`config.mk`:
```
export PLATFORM = sky130hd
export DESIGN_NAME = prog_loader
export DESIGN_NICKNAME = d
export VERILOG_FILES = /design/src/rtl/prog_loader.sv
export SDC_FILE = /design/constraint.sdc
export NUM_CORES = 1
export LEC_CHECK = 0
export ABC_AREA = 1
export BUFFER_PORTS_ARGS = -buffer_cell sky130_fd_sc_hd__buf_2
export CAP_MARGIN = 20
export CORE_MARGIN = 3
export CORE_UTILIZATION = 52
export CTS_CLUSTER_SIZE = 40
export DETAILED_ROUTE_END_ITERATION = 16
export GPL_ROUTABILITY_DRIVEN = 0
export PLACE_DENSITY_LB_ADDON = 0.12
export SYNTH_ARGS = -nofsm -noshare
export SYNTH_HDL_FRONTEND = slang
export SYNTH_SLANG_ARGS = --single-unit
```
`constraint.sdc`:
```
create_clock -name clk -period 3.3 [get_ports clk]
set_clock_uncertainty 0.1 [all_clocks]
set_input_delay 0.66 -clock clk [delete_from_list [all_inputs] [get_ports clk]]
set_output_delay 0.66 -clock clk [all_outputs]
set_load 0.005 [all_outputs]
```
`src/rtl/prog_loader.sv`:
```
// Boot-time program loader: takes a length-prefixed, XOR-checksummed byte stream and writes
// 32-bit words into instruction memory from address 0. The CPU stays held until the image verifies.
module prog_loader #(
    parameter int unsigned ADDR_W = 8
) (
    input  logic              clk,
    input  logic              rst,
    input  logic              start,
    input  logic              in_valid,
    input  logic [7:0]        in_data,
    output logic              in_ready,
    output logic              imem_we,
    output logic [ADDR_W-1:0] imem_addr,
    output logic [31:0]       imem_wdata,
    output logic              cpu_hold,
    output logic              done,
    output logic              error
);

    // Word counter must hold any 16-bit length minus one as well as a full address.
    localparam int unsigned CW       = (ADDR_W > 16) ? ADDR_W : 16;
    localparam logic [32:0] CAPACITY = 33'd1 << ADDR_W;

    typedef enum logic [2:0] {
        StIdle,
        StLen0,
        StLen1,
        StData,
        StCsum,
        StDone,
        StErr
    } state_e;

    state_e            state_q, state_d;
    logic [7:0]        len_lo_q, len_lo_d;
    logic [15:0]       len_q, len_d;
    logic [7:0]        acc_q, acc_d;
    logic [1:0]        byte_idx_q, byte_idx_d;
    logic [CW-1:0]     word_idx_q, word_idx_d;
    logic [23:0]       wbuf_q, wbuf_d;
    logic              we_q, we_d;
    logic [ADDR_W-1:0] addr_q, addr_d;
    logic [31:0]       wdata_q, wdata_d;

    logic        accept;
    logic [15:0] n_full;
    logic        last_word;

    always_comb begin
        in_ready = (state_q == StLen0) || (state_q == StLen1) ||
                   (state_q == StData) || (state_q == StCsum);
        cpu_hold = (state_q != StDone);
        done     = (state_q == StDone);
        error    = (state_q == StErr);
    end

    assign imem_we    = we_q;
    assign imem_addr  = addr_q;
    assign imem_wdata = wdata_q;

    assign accept    = in_valid && in_ready;
    assign n_full    = {in_data, len_lo_q};
    assign last_word = (word_idx_q == (CW'(len_q) - CW'(1)));

    always_comb begin
        state_d    = state_q;
        len_lo_d   = len_lo_q;
        len_d      = len_q;
        acc_d      = acc_q;
        byte_idx_d = byte_idx_q;
        word_idx_d = word_idx_q;
        wbuf_d     = wbuf_q;
        we_d       = 1'b0;
        addr_d     = addr_q;
        wdata_d    = wdata_q;

        case (state_q)
            StIdle, StDone, StErr: begin
                if (start) begin
                    state_d    = StLen0;
                    acc_d      = 8'h00;
                    byte_idx_d = 2'd0;
                    word_idx_d = '0;
                end
            end
            StLen0: begin
                if (accept) begin
                    len_lo_d = in_data;
                    state_d  = StLen1;
                end
            end
            StLen1: begin
                if (accept) begin
                    len_d = n_full;
                    if ({17'd0, n_full} > CAPACITY) begin
                        state_d = StErr;
                    end else if (n_full == 16'd0) begin
                        state_d = StCsum;
                    end else begin
                        state_d = StData;
                    end
                end
            end
            StData: begin
                if (accept) begin
                    acc_d      = acc_q ^ in_data;
                    byte_idx_d = byte_idx_q + 2'd1;
                    unique case (byte_idx_q)
                        2'd0: wbuf_d[7:0]   = in_data;
                        2'd1: wbuf_d[15:8]  = in_data;
                        2'd2: wbuf_d[23:16] = in_data;
                        2'd3: begin
                            we_d       = 1'b1;
                            addr_d     = word_idx_q[ADDR_W-1:0];
                            wdata_d    = {in_data, wbuf_q};
                            word_idx_d = word_idx_q + CW'(1);
                            if (last_word) begin
                                state_d = StCsum;
                            end
                        end
                    endcase
                end
            end
            StCsum: begin
                if (accept) begin
                    state_d = (in_data == acc_q) ? StDone : StErr;
                end
            end
            default: state_d = StIdle;
        endcase
    end

    always_ff @(posedge clk or negedge rst) begin
        if (!rst) begin
            state_q    <= StIdle;
            len_lo_q   <= 8'h00;
            len_q      <= 16'h0000;
            acc_q      <= 8'h00;
            byte_idx_q <= 2'd0;
            word_idx_q <= '0;
            wbuf_q     <= 24'h000000;
            we_q       <= 1'b0;
            addr_q     <= '0;
            wdata_q    <= 32'h0000_0000;
        end else begin
            state_q    <= state_d;
            len_lo_q   <= len_lo_d;
            len_q      <= len_d;
            acc_q      <= acc_d;
            byte_idx_q <= byte_idx_d;
            word_idx_q <= word_idx_d;
            wbuf_q     <= wbuf_d;
            we_q       <= we_d;
            addr_q     <= addr_d;
            wdata_q    <= wdata_d;
        end
    end

endmodule

```
==> summary.md, run 1 <==
| Metric | Value |
|---|---|
| Clock Pin Slew Worst Setup and Hold Paths | `0.06 ns` |
| Initial antenna violation count | `0` |
| RSZ-0062 raised after global routing | `no` |
| Worst min path class | `in -> async` |
| Largest net degree at the start of global routing | `55` |
| FF-to-FF setup slack | `1.13 ns` |
| Post-Syn Area | `5620 µm²` |
| Syn Nets | `700` |
| Total track usage | `0.237` |
| Ant. Diodes | `0` |
| Clk sink count | `118` |
| Routed wire length per instance | `14.7 µm` |
| Async S/R FF share, synth | `1.00` |
| Clk_lat worst skew | `0.53 ns` |
| Crit path max fanout | `5` |
| Hpwl dp | `9020 µm` |
| H-tree depth | `4` |
| Final Slew Violations | `0` |
| Layout cells sized above 1 | `0.153` |
| Total number of vias | `4,658` |
| Pre-antenna DRT Iters | `6` |
| Dpl cells | `861` |
| Core area | `10,400 µm²` |
| Final hold violation count | `0` |
| First-pass GRT wire length | `21,700 µm` |
| Tcrit/Tclk final | `0.719` |
| Yosys reg bits | `118` |
| Drt total wl | `13,100 µm` |
| Reg2Reg Launch Point | `len_q[0]$_DFFE_PN0P_` |
| CTS tree | `done` |
| Startpoint Class | `flip-flop` |
| Rows | `37` |
| Pwr/cell area | `805 nW/µm²` |
| Cells after synthesis | `682` |
| DR iter-0 viols | `346` |
| Max_slew headroom | `0.450` |
| Reg2reg path depth | `15` |
| Die height | `110 µm` |
| CTS Buf Count | `17` |
| Slew of the pin with the lowest slew margin | `0.823 ns` |
| Post-synthesis sequential area ratio | `0.525` |
| Remaining DRCs | `0` |
| IO Pins | `57` |
| Post-cts sizing count | `0` |
| Hold-fix buffers, CTS | `0` |
| Grt total ovfl | `0` |
| Setup TNS | `0 ns` |
| Vias in the first global route | `4,489` |
| CTS Root Cell | `clkbuf_8` |
| Final core occ | `0.639` |
| Post-synth EDFFs | `0` |
| CTS max path bufs | `2` |
| Crit path DAT | `1.61 ns` |
| Post-route insts no fill | `892` |
| Cell Chain, Critical Path | `nor3_1 > inv_1 > nand4_1 > buf_2` |
| P_leak | `3.49 nW` |
| CP Class | `reg -> out` |
| Detail-routed via count per cell | `5.22` |
| # port buffers | `56` |
| Worst hold slack | `0.0328 ns` |
| Worst reg2reg endpoint | `state_q[1]$_DFFE_PN0P_` |
| CP max-delay cell | `dfrtp_1` |
| Post-CTS Setup Bufs | `0` |
| Die outline width | `110 µm` |
| Max Cap Viol | `0` |
| Critical path endpoint category | `output port` |
| Syn_area_per_cell | `8.24 µm²` |
| CP required | `2.54 ns` |
| Starting Density | `0.540` |
| YS warnings | `0` |
| Count of final setup violators | `0` |
| Status | `complete, no violations` |
| Synth cell types | `34` |
| Die area | `12,100 µm²` |
| Final net count | `762` |
| Number of nets with antenna violations after routing | `0` |
| Maximum vdd ir drop | `0.000467 V` |
| Ys flop type | `dfrtp_1` |
| Fmax | `422 MHz` |
| Max stage delay on crit path | `0.46 ns` |
| Synth-to-Final Area Change | `18.5%` |
| Minimum clock period | `2.37 ns` |
## worst max path at each step
stage                                       from                         to  slack (ns)  cells past startpoint
after floorplan             len_q[0]$_DFFE_PN0P_     state_q[1]$_DFFE_PN0P_        1.41                     15
after global placement                  in_valid  word_idx_q[8]$_DFFE_PN0P_        1.13                     11
after detailed placement                in_valid  word_idx_q[8]$_DFFE_PN0P_        1.10                     11
after CTS                 state_q[0]$_DFFE_PN0P_                   in_ready        0.91                      4
after global routing      state_q[2]$_DFFE_PN0P_                   in_ready        0.81                      5
final                     state_q[0]$_DFFE_PN0P_                   in_ready        0.93                      4
## per-layer routing
metal,share of wire,global-route usage
met5,0,0
met4,0.017,0.0971
met3,0.046,0.0612
met2,0.47,0.372
met1,0.46,0.315
## layout by cell type, fill, tap and decap left out, types with 3 or more instances in the layout
| cell | synthesis | routed |
|---|---|---|
| o21ai_0 | 79 | 79 |
| buf_2 | 4 | 55 |
| dfrtp_1 | 118 | 118 |
| nor2_4 | 5 | 5 |
| nor2_2 | 6 | 6 |
| xor2_1 | 7 | 7 |
| clkbuf_1 | 12 | 3 |
| a21oi_1 | 13 | 13 |
| clkbuf_8 | 0 | 4 |
| clkbuf_16 | 0 | 16 |
| xnor2_1 | 18 | 18 |
| nand4_1 | 9 | 9 |
| buf_4 | 0 | 4 |
| inv_1 | 66 | 66 |
| inv_2 | 4 | 4 |
| ha_1 | 6 | 6 |
| nand2_2 | 3 | 3 |
| nand3b_1 | 3 | 3 |
| bufinv_16 | 0 | 4 |
| nand2_1 | 234 | 234 |
| nor2_1 | 41 | 41 |
| nand3_1 | 26 | 26 |
| nor3_1 | 8 | 8 |
## final cells by class
| cell class | instances | area, µm² |
|---|---|---|
| well taps | 136 | 170 |
| flip-flops and latches | 118 | 2950 |
| repair buffers | 60 | 325 |
| clock inverters | 8 | 146 |
| multi-input cells | 477 | 2340 |
| inverters | 70 | 263 |
| clock buffers | 23 | 467 |
| fillers | 894 | 3760 |
## critical path: cells and delay by family, from the launching register on
family / cells / cell delay, ns
flops: 1 / 0.46
buf+inv: 2 / 0.24
simple gates: 2 / 0.40
## cell usage after synthesis (3+ instances only)
library cell / instances / area [µm²]
xnor2_1: 18 / 158
clkbuf_1: 12 / 45.0
nor2_4: 5 / 56.3
nor2_2: 6 / 37.5
nor2_1: 41 / 154
nand3b_1: 3 / 22.5
nand2_2: 3 / 18.8
a21oi_1: 13 / 65.1
nand4_1: 9 / 56.3
nand2_1: 234 / 878
ha_1: 6 / 75.1
xor2_1: 7 / 61.3
buf_2: 4 / 20.0
dfrtp_1: 118 / 2950
nand3_1: 26 / 130
nor3_1: 8 / 40.0
inv_1: 66 / 248
o21ai_0: 79 / 395
inv_2: 4 / 15.0
## through the flow
step / area [µm²] / setup slack (ns) / total power [W]
after floorplan: 5620 / 1.41 / 0.00310
after global placement: 6050 / 1.13 / 0.00341
after detailed placement: 6050 / 1.10 / 0.00346
after CTS: 6660 / 0.911 / 0.00537
after global routing: 6660 / 0.809 / 0.00574
final: 6660 / 0.928 / 0.00536
## registers in the layout, indices dropped and copies added (netlist names)
name,flops
imem_wdata,32
acc_q,8
wbuf_q,24
word_idx_q,16
len_lo_q,8
imem_addr,8
byte_idx_q,2
imem_we,1
state_q,3
len_q,16
## logic make-up (layout without fill, tap and decap cells)
group	Yosys count	in the layout	synth area share
XOR/XNOR	25	25	0.0389
buffers and inverters	87	161	0.0592
adder cells (fa/ha/maj)	6	6	0.0134
AND/OR/NAND/NOR	344	344	0.267
flip-flops	118	118	0.525
AO/OA/AOI/OAI	102	102	0.0959
## power breakdown
| group | internal [W] | leakage, nW | switching [W] |
|---|---|---|---|
| Sequential | 0.00173 | 1.60 | 0.000260 |
| Clock | 0.00128 | 0.298 | 0.000624 |
| Combinational | 0.000524 | 1.59 | 0.000945 |
| Total | 0.00353 | 3.49 | 0.00183 |
(Power assumes the default switching activity.)
==> run 2: changes to the inputs <==
- clock period: 3.3 -> 2.11 ns (I/O delays scaled with it)
==> run 2 against run 1 <==
Register-to-register slack worse by 0.99 ns. Sequential share of layout area is 1.4 points lower. Non-clock buffer count is 23 higher. Core utilization is 2.1 points higher. Final cell count is 2.5% higher. Die area stayed put. Sequential power is 57% higher. Final area is 3.3% higher. Via count is 1.0% higher. Power is 61% higher. Critical endpoint unchanged. Largest cell class unchanged. Highest routed layer unchanged.
==> summary.md, run 2 (synthesis results as in run 1) <==
| Metric | Value |
|---|---|
| Vias in the first global route | `4,673 (+4.1%)` |
| CP Class | `reg -> out` |
| CP max-delay cell | `dfrtp_2` |
| Die height | `110 µm (unchanged)` |
| Drt total wl | `13,100 µm (about the same)` |
| Detail-routed via count per cell | `5.15 (-1.4%)` |
| Pwr/cell area | `1250 nW/µm² (+56%)` |
| Layout cells sized above 1 | `0.202 (+0.0484)` |
| Critical path endpoint category | `output port` |
| CP required | `1.59 ns (-0.95 ns)` |
| Final hold violation count | `0 (unchanged)` |
| Total track usage | `0.240 (+0.00274)` |
| Final Slew Violations | `0 (unchanged)` |
| Setup TNS | `0 ns (unchanged)` |
| CP top delay family | `flip-flops` |
| Total power | `0.00863 W (+61%)` |
| CTS Buf Count | `17 (unchanged)` |
| Ant. Diodes | `0 (unchanged)` |
| Worst setup startpoint | `state_q[0]$_DFFE_PN0P_` |
| IO Pins | `57 (unchanged)` |
| Hold_sp | `in_data[4]` |
| Synth-to-Final Area Change | `22.4%` |
| Dpl cells | `873 (+1.4%)` |
| # port buffers | `56 (unchanged)` |
| Crit path buffers/inverters | `2 (unchanged)` |
| Crit path DAT | `1.53 ns (-0.08 ns)` |
| CTS Root Cell | `clkbuf_8` |
| Number of nets with antenna violations after routing | `0 (unchanged)` |
| Cell Chain, Critical Path | `inv_2 > nor2_2 > nand2_1 > nand4_1 > buf_2` |
| Initial antenna violation count | `0 (unchanged)` |
| Tcrit/Tclk final | `0.972` |
| Crit path max fanout | `5 (unchanged)` |
| Die outline width | `110 µm (unchanged)` |
| Routed wire length per instance | `14.3 µm (-2.3%)` |
| Worst hold slack | `0.147 ns (+0.114 ns)` |
| Slew of the pin with the lowest slew margin | `0.517 ns (-0.306 ns)` |
| Clock Pin Slew Worst Setup and Hold Paths | `0.06 ns (about the same)` |
| P_leak | `3.59 nW (+2.8%)` |
| Total number of vias | `4,705 (+1.0%)` |
| Status | `complete, no violations` |
| Minimum clock period | `2.05 ns` |
| Max Cap Viol | `0 (unchanged)` |
| Max stage delay on crit path | `0.45 ns (about the same)` |
| First-pass GRT wire length | `22,200 µm (+2.0%)` |
| Count of final setup violators | `0 (unchanged)` |
| Worst min path class | `in -> reg` |
| CTS max path bufs | `2 (unchanged)` |
| Rows | `37 (unchanged)` |
| Remaining DRCs | `0 (unchanged)` |
| Max_slew headroom | `0.655 (+0.205)` |
| Commonest non-fill, non-tap cell in the layout | `nand2_1` |
| Clk sink count | `118 (unchanged)` |
| Final net count | `785 (+3.0%)` |
| Maximum vdd ir drop | `0.00101 V (+120%)` |
| Die area | `12,100 µm² (unchanged)` |
| Reg2Reg Launch Point | `len_q[0]$_DFFE_PN0P_` |
| DR iter-0 viols | `374 (+8.1%)` |
| Hpwl dp | `9010 µm (-0.15%)` |
| Max reg flops | `32 (unchanged)` |
| Grt total ovfl | `0 (unchanged)` |
| Starting Density | `0.540 (unchanged)` |
| Final instance area | `6880 µm² (+3.3%)` |
| Pre-antenna DRT Iters | `5 (-1)` |
| CTS tree | `done` |
| Post-route insts no fill | `914 (+2.5%)` |
| Fmax | `488 MHz` |
| Placed cell area | `6140 µm² (+1.5%)` |
| RSZ-0062 raised after global routing | `yes` |
| Clk_lat worst skew | `0.52 ns (about the same)` |
| Core area | `10,400 µm² (unchanged)` |
| H-tree depth | `4 (unchanged)` |
| Commonest non-fill, non-tap cells in the layout | `nand2_1, dfrtp_1, o21ai_0` |
| Startpoint Class | `flip-flop` |
| Largest net degree at the start of global routing | `85 (+55%)` |
## run 2: cell count changes in the layout (fill, tap and decap cells not counted), moves of 2 or more
cell,before,now
buf_4,4,25
inv_1,66,62
dfrtp_2,0,4
nor2_1,41,38
nand2_1,234,229
dfrtp_1,118,114
inv_2,4,7
nand2_2,3,8
nor2_2,6,8
## run 2: cell type report
type	count	area [µm²]
Tap cell	136	170
Clock buffer	22	463
Multi-Input combinational cell	477	2390
Sequential cell	118	2960
Fill cell	880	3530
Clock inverter	8	124
Inverter	70	265
Timing Repair Buffer	83	513
## run 2: worst paths after layout
path                                              to  slack, ns  cells after the start
setup / recovery                            in_ready       0.06                      5
hold / removal                  acc_q[4]$_DFFE_PN0P_       0.15                      3
setup reg to reg              state_q[1]$_DFFE_PN0P_       0.14                     15
hold reg to reg            imem_wdata[6]$_DFFE_PN0P_       0.37                      2
max in group asynchronous       len_q[7]$_DFFE_PN0P_       1.16                      3
min in group asynchronous      wbuf_q[6]$_DFFE_PN0P_       0.37                      3
## run 2: timing repair
action | 4_1_cts | 5_1_grt
endpoints found under the setup margin | 4 | 11
cloned | 0 | 0
hold endpoints to repair | 118 | 0
pin swaps | 0 | 9
gates resized for setup | 4 | 19
setup buffers | 0 | 10
hold buffers | 1 | 0
## run 2: worst min-delay path: cells and delay by family
kind                      cells  cell delay (ns)
xor gates and xnor gates      1             0.14
buffers and inverters         1             0.09
AOI/OAI and AO/OA             1             0.07
## run 2: metal layers
metal	wire, µm	vias to the layer above	track usage
met1	6000	2207	0.316
met5	0	-	0
met3	655	28	0.0676
met2	6170	136	0.380
li1	-	2334	-
met4	280	0	0.0899
## run 2: where the power goes
group	switching [W]	total, W	internal [W]
clock	0.000992	0.00287	0.00188
combinational	0.00160	0.00264	0.00103
sequential	0.000420	0.00312	0.00271
total	0.00301	0.00863	0.00561
## run 2: stage by stage
step | util | setup WS (ns)
floorplan | - | 0.216
global placement | 0.589 | 0.0794
detailed placement | 0.589 | -0.0198
CTS | 0.648 | 0.0156
global route | 0.661 | -0.0460
finish | 0.661 | 0.0590
==> run 3: changes to the inputs <==
- CORE_ASPECT_RATIO: not set -> 1.75
==> run 3 against run 2 <==
Hold slack better by 0.097 ns. Largest power group unchanged. Non-clock buffer count down 2. Global-route usage about the same. Core utilization down 0.26 points. Largest cell class unchanged. Register-to-register slack about the same. Sequential power about the same.
==> summary.md, run 3 (synthesis results as in run 1) <==
| Metric | Value |
|---|---|
| Status | `complete, no violations` |
| CTS tree | `done` |
| CTS max path bufs | `2 (unchanged)` |
| CP required | `1.59 ns (about the same)` |
| Routed wl met2 | `7410 µm (+20%)` |
| Commonest non-fill, non-tap cells in the layout | `nand2_1, dfrtp_1, o21ai_0` |
| Final core occ | `0.658 (-0.00256)` |
| CTS Root Cell | `clkbuf_16` |
| Hpwl dp | `9700 µm (+7.7%)` |
| Pre-antenna DRT Iters | `5 (unchanged)` |
| Crit path max fanout | `6 (+1)` |
| Post-route insts no fill | `905 (-0.98%)` |
| Startpoint Class | `flip-flop` |
| Ant. Diodes | `0 (unchanged)` |
| Maximum vdd ir drop | `0.000742 V (-27%)` |
| Pwr/cell area | `1250 nW/µm² (-0.41%)` |
| Final net count | `783 (-0.25%)` |
| Synth-to-Final Area Change | `22.0%` |
| Final instance area | `6860 µm² (-0.33%)` |
| Commonest non-fill, non-tap cell in the layout | `nand2_1` |
| Dpl cells | `868 (-0.57%)` |
| Clock Pin Slew Worst Setup and Hold Paths | `0.06 ns (about the same)` |
| Max_slew headroom | `0.637 (-0.0175)` |
| Total track usage | `0.240 (about the same)` |
| Final Slew Violations | `0 (unchanged)` |
| Detail-routed via count per cell | `5.27 (+2.3%)` |
| Max reg flops | `32 (unchanged)` |
| Die outline width | `84.6 µm (-23%)` |
| # port buffers | `56 (unchanged)` |
| Final hold violation count | `0 (unchanged)` |
| Starting Density | `0.539 (about the same)` |
| Placed cell area | `6170 µm² (+0.51%)` |
| Max Cap Viol | `0 (unchanged)` |
| Die area | `12,100 µm² (+0.40%)` |
| Layout cells sized above 1 | `0.211 (+0.00900)` |
| Crit path DAT | `1.50 ns (-0.03 ns)` |
| Die height | `144 µm (+31%)` |
| Count of final setup violators | `0 (unchanged)` |
| Minimum clock period | `2.03 ns (-0.0244 ns)` |
| Worst min path class | `in -> reg` |
| H-tree depth | `4 (unchanged)` |
| Clk_lat worst skew | `0.42 ns (-0.10 ns)` |
| Routed wire length per instance | `15.1 µm (+5.1%)` |
| Critical path endpoint category | `output port` |
| CP Class | `reg -> out` |
| Tcrit/Tclk final | `0.960 (-0.0116)` |
| Vias in the first global route | `4,947 (+5.9%)` |
| Drt total wl | `13,600 µm (+4.1%)` |
| Core area | `10,400 µm² (about the same)` |
| Post-Route M1 WL | `5320 µm (-11%)` |
| Clk sink count | `118 (unchanged)` |
| Fill cell count | `881 (+0.11%)` |
| Total power | `0.00856 W (-0.73%)` |
| Total number of vias | `4,766 (+1.3%)` |
| Grt total ovfl | `0 (unchanged)` |
| Rows | `49 (+32%)` |
| RSZ-0062 raised after global routing | `yes` |
| Fmax | `493 MHz (+1.2%)` |
| CTS Buf Count | `17 (unchanged)` |
| Remaining DRCs | `0 (unchanged)` |
| Slew of the pin with the lowest slew margin | `0.540 ns (+0.0233 ns)` |
| Largest net degree at the start of global routing | `55 (-35%)` |
| P_leak | `3.58 nW (-0.13%)` |
| Initial antenna violation count | `0 (unchanged)` |
| IO Pins | `57 (unchanged)` |
| Worst hold slack | `0.244 ns (+0.0971 ns)` |
| First-pass GRT wire length | `23,000 µm (+3.9%)` |
| Routed wl met3 | `453 µm (-31%)` |
| DR iter-0 viols | `244 (-35%)` |
| Max layer used | `met4` |
| Number of nets with antenna violations after routing | `0 (unchanged)` |
-- run 3: cell types whose count changed in the layout (fill, tap and decap cells not counted), moves of 3 or more --
cell	before	now
nand2_2	8	11
inv_8	0	6
nor2_1	38	35
clkbuf_8	4	0
inv_6	0	5
nand2_1	229	225
bufinv_16	3	0
-- run 3: area by class of cell --
| type | count | area (µm²) | area share |
|---|---|---|---|
| Tap cell | 127 | 159 | 0.0232 |
| Timing Repair Buffer | 81 | 498 | 0.0726 |
| Clock inverter | 15 | 151 | 0.0221 |
| Multi-Input combinational cell | 477 | 2410 | 0.351 |
| Inverter | 70 | 263 | 0.0383 |
| Clock buffer | 17 | 425 | 0.0620 |
| Sequential cell | 118 | 2960 | 0.431 |
-- run 3: power by group --
group	switching (W)	internal, W	leakage, nW
combinational	0.00168	0.00101	1.71
clock	0.00121	0.00158	0.280
sequential	0.000401	0.00270	1.59
total	0.00328	0.00528	3.58
-- run 3: path summary, 6_finish.rpt --
check / from / endpoint / slack [ns] / cells after the start
worst min-delay path: in_data[2] / acc_q[2]$_DFFE_PN0P_ / 0.24 / 3
worst max register to register: len_q[1]$_DFFE_PN0P_ / state_q[1]$_DFFE_PN0P_ / 0.15 / 15
worst max-delay path: state_q[2]$_DFFE_PN0P_ / in_ready / 0.08 / 5
max in group asynchronous: rst / word_idx_q[9]$_DFFE_PN0P_ / 0.99 / 3
worst min register to register: wbuf_q[21]$_DFFE_PN0P_ / imem_wdata[21]$_DFFE_PN0P_ / 0.37 / 2
min in group asynchronous: rst / imem_wdata[23]$_DFFE_PN0P_ / 0.33 / 2
-- run 3: per-stage QoR --
stage / setup WS [ns] / setup TNS (ns)
after floorplan: 0.216 / 0
after global placement: 0.0906 / 0
after detailed placement: -0.0334 / -0.0469
after CTS: 0.0103 / 0
after global routing: -0.0369 / -0.122
final: 0.0834 / 0
-- run 3: what timing repair did --
action                                  CTS  global route
pin swaps                                 0            14
hold buffers                              1             0
endpoints found under the hold margin    16             0
endpoints found under the setup margin    3             5
setup buffers                             0             4
gates resized for setup                   2            27
-- run 3: worst max-delay path, cell delays in order (launching register included) --
cell and delay, ns:
dfrtp_1 0.43, inv_2 0.10, nor3_1 0.20, inv_1 0.11, nand4_1 0.12, buf_2 0.14
-- run 3: layer usage --
metal  track usage  vias up
li1              -     2329
met1         0.258     2301
met2         0.434      101
met3        0.0465       35
met4         0.139        0
met5             0        -
